==> src/rtl/fir_axis_out_buf.sv <==
// fir_axis_out_buf: output FIFO on the FIR Yn stream with a frame-length
// checker on the input side and a delivered-frame counter on the output side.
module fir_axis_out_buf #(
    parameter int pDATA_WIDTH = 32,
    parameter int pDEPTH      = 8
) (
    input  logic                     axis_clk,
    input  logic                     axis_rst_n,
    input  logic                     s_tvalid,
    output logic                     s_tready,
    input  logic [pDATA_WIDTH-1:0]   s_tdata,
    input  logic                     s_tlast,
    output logic                     m_tvalid,
    input  logic                     m_tready,
    output logic [pDATA_WIDTH-1:0]   m_tdata,
    output logic                     m_tlast,
    input  logic [31:0]              cfg_len,
    input  logic                     err_clr,
    output logic [$clog2(pDEPTH):0]  level,
    output logic [15:0]              frame_cnt,
    output logic                     err_early,
    output logic                     err_late
);

    localparam int AW = $clog2(pDEPTH);
    localparam int LW = AW + 1;
    localparam logic [LW-1:0] LP_FULL    = LW'(pDEPTH);
    localparam logic [LW-1:0] LP_LVL_ONE = LW'(1);
    localparam logic [AW-1:0] LP_PTR_ONE = AW'(1);

    typedef enum logic {ST_IDLE = 1'b0, ST_ACTIVE = 1'b1} state_t;

    logic [pDATA_WIDTH:0]   r_mem [0:pDEPTH-1];
    logic [AW-1:0]          r_wptr;
    logic [AW-1:0]          r_rptr;
    logic [LW-1:0]          r_level;
    logic [15:0]            r_frame_cnt;
    logic                   r_err_early;
    logic                   r_err_late;
    state_t                 r_state;
    logic [31:0]            r_beat_cnt;
    logic [31:0]            r_len_q;

    logic                   w_acc;
    logic                   w_del;
    logic [pDATA_WIDTH:0]   w_rd_entry;
    state_t                 w_state_nxt;
    logic [31:0]            w_beat_nxt;
    logic [31:0]            w_len_nxt;
    logic [31:0]            w_len_eff;
    logic [31:0]            w_pos;
    logic                   w_set_early;
    logic                   w_set_late;

    // Handshakes depend only on registered occupancy, so no s_* to m_* path.
    assign s_tready   = (r_level < LP_FULL);
    assign m_tvalid   = (r_level != '0);
    assign w_acc      = s_tvalid && s_tready;
    assign w_del      = m_tvalid && m_tready;
    assign w_rd_entry = r_mem[r_rptr];
    // The head slot is never overwritten while occupied, so output holds under stall.
    assign m_tdata    = m_tvalid ? w_rd_entry[pDATA_WIDTH-1:0] : '0;
    assign m_tlast    = m_tvalid ? w_rd_entry[pDATA_WIDTH] : 1'b0;
    assign level      = r_level;
    assign frame_cnt  = r_frame_cnt;
    assign err_early  = r_err_early;
    assign err_late   = r_err_late;

    // Storage array: data only, no reset needed.
    always_ff @(posedge axis_clk) begin
        if (w_acc) begin
            r_mem[r_wptr] <= {s_tlast, s_tdata};
        end
    end

    // Pointers, occupancy and delivered-frame counter.
    always_ff @(posedge axis_clk or negedge axis_rst_n) begin
        if (!axis_rst_n) begin
            r_wptr      <= '0;
            r_rptr      <= '0;
            r_level     <= '0;
            r_frame_cnt <= '0;
        end else begin
            if (w_acc) begin
                r_wptr <= r_wptr + LP_PTR_ONE;
            end
            if (w_del) begin
                r_rptr <= r_rptr + LP_PTR_ONE;
                if (m_tlast) begin
                    r_frame_cnt <= r_frame_cnt + 16'd1;
                end
            end
            case ({w_acc, w_del})
                2'b10:   r_level <= r_level + LP_LVL_ONE;
                2'b01:   r_level <= r_level - LP_LVL_ONE;
                default: r_level <= r_level;
            endcase
        end
    end

    // Frame checker next state: position of the accepted beat against the frame length.
    always_comb begin
        w_state_nxt = r_state;
        w_beat_nxt  = r_beat_cnt;
        w_len_nxt   = r_len_q;
        w_set_early = 1'b0;
        w_set_late  = 1'b0;
        w_len_eff   = (r_state == ST_IDLE) ? cfg_len : r_len_q;
        w_pos       = (r_state == ST_IDLE) ? 32'd1 : (r_beat_cnt + 32'd1);
        if (w_acc) begin
            w_set_early = s_tlast && (w_len_eff != 32'd0) && (w_pos < w_len_eff);
            w_set_late  = !s_tlast && (w_len_eff != 32'd0) && (w_pos == w_len_eff);
            if (s_tlast) begin
                w_state_nxt = ST_IDLE;
                w_beat_nxt  = 32'd0;
            end else begin
                w_state_nxt = ST_ACTIVE;
                w_beat_nxt  = w_pos;
                if (r_state == ST_IDLE) begin
                    w_len_nxt = cfg_len;
                end
            end
        end
    end

    // Frame checker state and sticky errors; a new error event beats a clear.
    always_ff @(posedge axis_clk or negedge axis_rst_n) begin
        if (!axis_rst_n) begin
            r_state     <= ST_IDLE;
            r_beat_cnt  <= '0;
            r_len_q     <= '0;
            r_err_early <= 1'b0;
            r_err_late  <= 1'b0;
        end else begin
            r_state    <= w_state_nxt;
            r_beat_cnt <= w_beat_nxt;
            r_len_q    <= w_len_nxt;
            if (w_set_early) begin
                r_err_early <= 1'b1;
            end else if (err_clr) begin
                r_err_early <= 1'b0;
            end
            if (w_set_late) begin
                r_err_late <= 1'b1;
            end else if (err_clr) begin
                r_err_late <= 1'b0;
            end
        end
    end

endmodule

==> config.mk <==
export PLATFORM = sky130hd
export DESIGN_NAME = fir_axis_out_buf
export DESIGN_NICKNAME = d
export VERILOG_FILES = /design/src/rtl/fir_axis_out_buf.sv
export SDC_FILE = /design/constraint.sdc
export NUM_CORES = 1
export LEC_CHECK = 0
export ABC_CLOCK_PERIOD_IN_PS = 5550
export CAP_MARGIN = 40
export CELL_PAD_IN_SITES_DETAIL_PLACEMENT = 1
export CELL_PAD_IN_SITES_GLOBAL_PLACEMENT = 2
export CORE_ASPECT_RATIO = 1.1
export CORE_UTILIZATION = 42
export CTS_BUF_LIST = sky130_fd_sc_hd__clkbuf_16
export DETAILED_ROUTE_END_ITERATION = 10
export PLACE_DENSITY = 0.86
export SYNTH_ARGS = -nofsm -noshare
export SYNTH_HDL_FRONTEND = slang
export SYNTH_SLANG_ARGS = --single-unit
==> constraint.sdc <==
create_clock -name axis_clk -period 5.55 [get_ports axis_clk]
set_input_delay 1.11 -clock axis_clk [delete_from_list [all_inputs] [get_ports axis_clk]]
set_output_delay 1.11 -clock axis_clk [all_outputs]
set_load 0.01 [all_outputs]
==> results.py <==
metrics = {
    "detailed_routing": {
        "postRouteAntennaNets": 0,
        "wl_per_cell_um": 22.1,
        "drtIter0Drc": 507,
        "vias": 9378,
        "dr.pass1.iters": 4,
        "drc": 0,
        "routed_via_density": 5.50,
        "totalWireLength_um": 37700,
    },
    "floorplanning": {
        "die_w_um": 187,
        "die_y_um": 205,
        "ioPinCount": 127,
        "dieArea_sq_mm": 0.0384,
        "initial_core_util_pct": 42.6,
        "row_count": 74,
        "core_region_area_sq_mm": 0.0370,
    },
    "worst_setup_path": {
        "max_stage_delay_ns": 0.78,
        "slowest_stage": "dfrtp_4",
        "r2r_start": "r_beat_cnt[0]",
        "cp-start-kind": "flop",
        "crit_arrival_ns": 3.10,
        "worstReg2RegEnd": "err_late",
        "r2r_slack_ns": 1.62,
        "cp-startpoint": "r_rptr[0]",
        "end_kind": "primary output",
        "critPathCapture": "m_tdata[5]",
        "worstPathCellList": "buf_12 > mux4_2 > mux2i_1 > nor2_1 > clkdlybuf4s50_1",
        "crit_fanout": 44,
        "r2r_cells": 14,
        "crit_type": "reg -> out",
        "cp.required_ns": 4.44,
    },
    "clock_tree": {
        "h-tree-depth": 2,
        "cts_setup_buffers": 0,
        "clk_latency_ns": 0.54,
        "clockBufferDepth": 3,
        "cts_resized": 0,
        "clock-sinks": 357,
        "cts_made_buffers": 38,
        "root_buffer": "clkbuf_16",
        "path_clk_slew_ns": 0.05,
        "ctsHoldBuffers": 0,
        "cts_tree": "yes",
    },
    "logic_synthesis": {
        "synth_area_leader_cell": "edfxtp_1",
        "synth.top_cell.area_share_pct": 50.2,
        "synth_flop_cell": "edfxtp_1",
        "ys_warn_count": 0,
        "ys_types": 49,
        "yosysMostFrequentCell": "edfxtp_1",
        "syn_area_per_cell_sq_um": 15.2,
        "netlist_instances": 1037,
        "synthTopCellsByCount": "264 x edfxtp_1, 93 x dfrtp_1, 83 x nor2_1",
        "synthTopCellsByArea": "edfxtp_1 50%, dfrtp_1 15%, mux4_2 9.4%",
        "async_flop_share_pct": 26.1,
        "synth-seq-area-share_pct": 65.0,
        "ys_ff_latch": 357,
        "synth_edf_count": 264,
        "syn_area_sq_mm": 0.0158,
        "syn_nets": 1147,
    },
    "placed_design": {
        "hpwl_um": 25000,
        "gp_congestion": 0.765,
        "numPortBuffers": 126,
        "dp_slack_ns": 1.61,
    },
    "global_routing": {
        "grt_pass1_wl_um": 59300,
        "grt_pass1_vias": 10229,
        "grt_usage_pct": 20.2,
        "antenna_found_initial": 2,
        "grt.overflow.total": 0,
        "grt_max_degree": 54,
    },
    "timing": {
        "fin_crit_ns": 4.21,
        "rsz0062_at_grt": "no",
        "tightest_slew_ns": 0.855,
        "setup_tns_ns": 0,
        "layout_setup_ws_ns": 1.34,
        "finalMaxSlewViolations": 0,
        "skew_ns": 0.0187,
        "setup_viol": 0,
        "finalHoldViolCount": 0,
        "fin_crit_sh_pct": 75.8,
        "slew-limit-headroom_pct": 42.7,
        "max_freq_ghz": 0.238,
    },
    "final_layout": {
        "final_layout_size_suffix_gt1_share_pct": 14.2,
        "syn_to_final_growth_pct": 20.5,
        "fin_nets": 1288,
    },
    "power_and_ir_drop": {
        "p_leak_nw": 6.89,
        "peakVddDrop_uv": 264,
        "power_density_mw_per_mm2": 474,
    },
    "min_path": {
        "holdCritPathClass": "reg -> reg",
    },
    "job": {
        "maxCapViolations": 0,
    },
    "status": {
        "outcome": "finished clean",
    },
}
[registers in the layout, summed over array words and instances, names as in the netlist]
register / count
err_early: 1
r_len_q: 32
level: 4
r_rptr: 3
r_beat_cnt: 32
r_wptr: 3
r_state: 1
r_mem: 264
err_late: 1
frame_cnt: 16
[layout make-up]
class	instances	area, sq um
Antenna cell	2	5.00
Clock buffer	39	976
Clock inverter	31	236
Fill cell	3586	18000
Inverter	13	48.8
Multi-Input combinational cell	618	5340
Sequential cell	357	10300
Tap cell	494	618
Timing Repair Buffer	150	1530
[worst max-delay path, delay by kind of cell, from the launching register on]
family,cells,cell delay [ns]
buf+inv,2,0.91
flops,1,0.78
mux,2,0.77
simple gates,1,0.08
[cells in the final DEF, fill, tap and decap left out, types with 4 or more instances in the layout]
master | netlist | routed
xor2_1 | 13 | 13
clkbuf_16 | 0 | 39
nand2_1 | 51 | 51
xnor2_1 | 39 | 39
mux2i_1 | 65 | 65
a22o_1 | 13 | 13
buf_4 | 0 | 19
mux2_2 | 4 | 4
ha_1 | 39 | 39
nand3_1 | 20 | 20
nor2_1 | 83 | 79
o31ai_1 | 13 | 13
nor4_1 | 14 | 13
clkdlybuf4s50_1 | 0 | 125
inv_1 | 12 | 18
and3_1 | 6 | 6
nor3_2 | 0 | 4
and2_1 | 35 | 35
nor3_1 | 11 | 7
and4_1 | 6 | 6
clkinv_2 | 0 | 7
dfrtp_1 | 93 | 89
nand4_1 | 17 | 17
nor2b_1 | 5 | 5
a21oi_1 | 53 | 53
buf_12 | 0 | 4
edfxtp_1 | 264 | 264
a31oi_1 | 7 | 7
o21ai_0 | 30 | 30
clkinv_1 | 1 | 12
mux4_2 | 66 | 66
nor2_4 | 0 | 4
[worst min-delay path by stage]
stage / slack [ns] / cells past startpoint / to / start
after floorplan: 0.49 / 2 / r_beat_cnt[1] / r_beat_cnt[1]
after global placement: 0.46 / 1 / frame_cnt[15] / frame_cnt[15]
after detailed placement: 0.47 / 1 / frame_cnt[15] / frame_cnt[15]
after CTS: 0.48 / 1 / frame_cnt[15] / frame_cnt[15]
after global routing: 0.52 / 1 / frame_cnt[15] / frame_cnt[15]
final: 0.48 / 1 / frame_cnt[15] / frame_cnt[15]
[metrics by stage]
step	area, sq um	util [%]	instances	hold slack [ns]	total power, mW
finish	19000	51.3	1704	0.484	9.01
global route	19000	51.3	1702	0.516	9.49
CTS	19000	51.3	1702	0.482	9.14
detailed placement	17800	48.1	1632	0.475	6.66
global placement	17700	47.9	1629	0.464	6.51
floorplan	15800	-	1037	0.490	5.36
[power breakdown]
part	internal, mW	leakage, nW	switching, mW
logic	1.49	2.72	1.43
clock network	1.42	0.614	1.04
registers	3.25	3.55	0.381
total	6.16	6.89	2.85
[per-layer routing]
layer	vias up	track usage, %	part of all wire, %
li1	4270	-	-
met1	4876	25.0	42
met2	177	36.2	52
met3	55	3.19	3.7
met4	0	6.50	2.6
met5	-	0	0
[cells by family after synthesis]
| kind of cell | Yosys count | synth area share [%] |
|---|---|---|
| compound gates | 126 | 4.75 |
| simple gates | 265 | 8.75 |
| fa+ha+maj | 40 | 3.22 |
| flops | 357 | 65.0 |
| xor+xnor | 52 | 2.89 |
| buf+inv | 62 | 1.58 |
| mux | 135 | 13.8 |
Note: power is estimated with default switching activity, not from simulation.
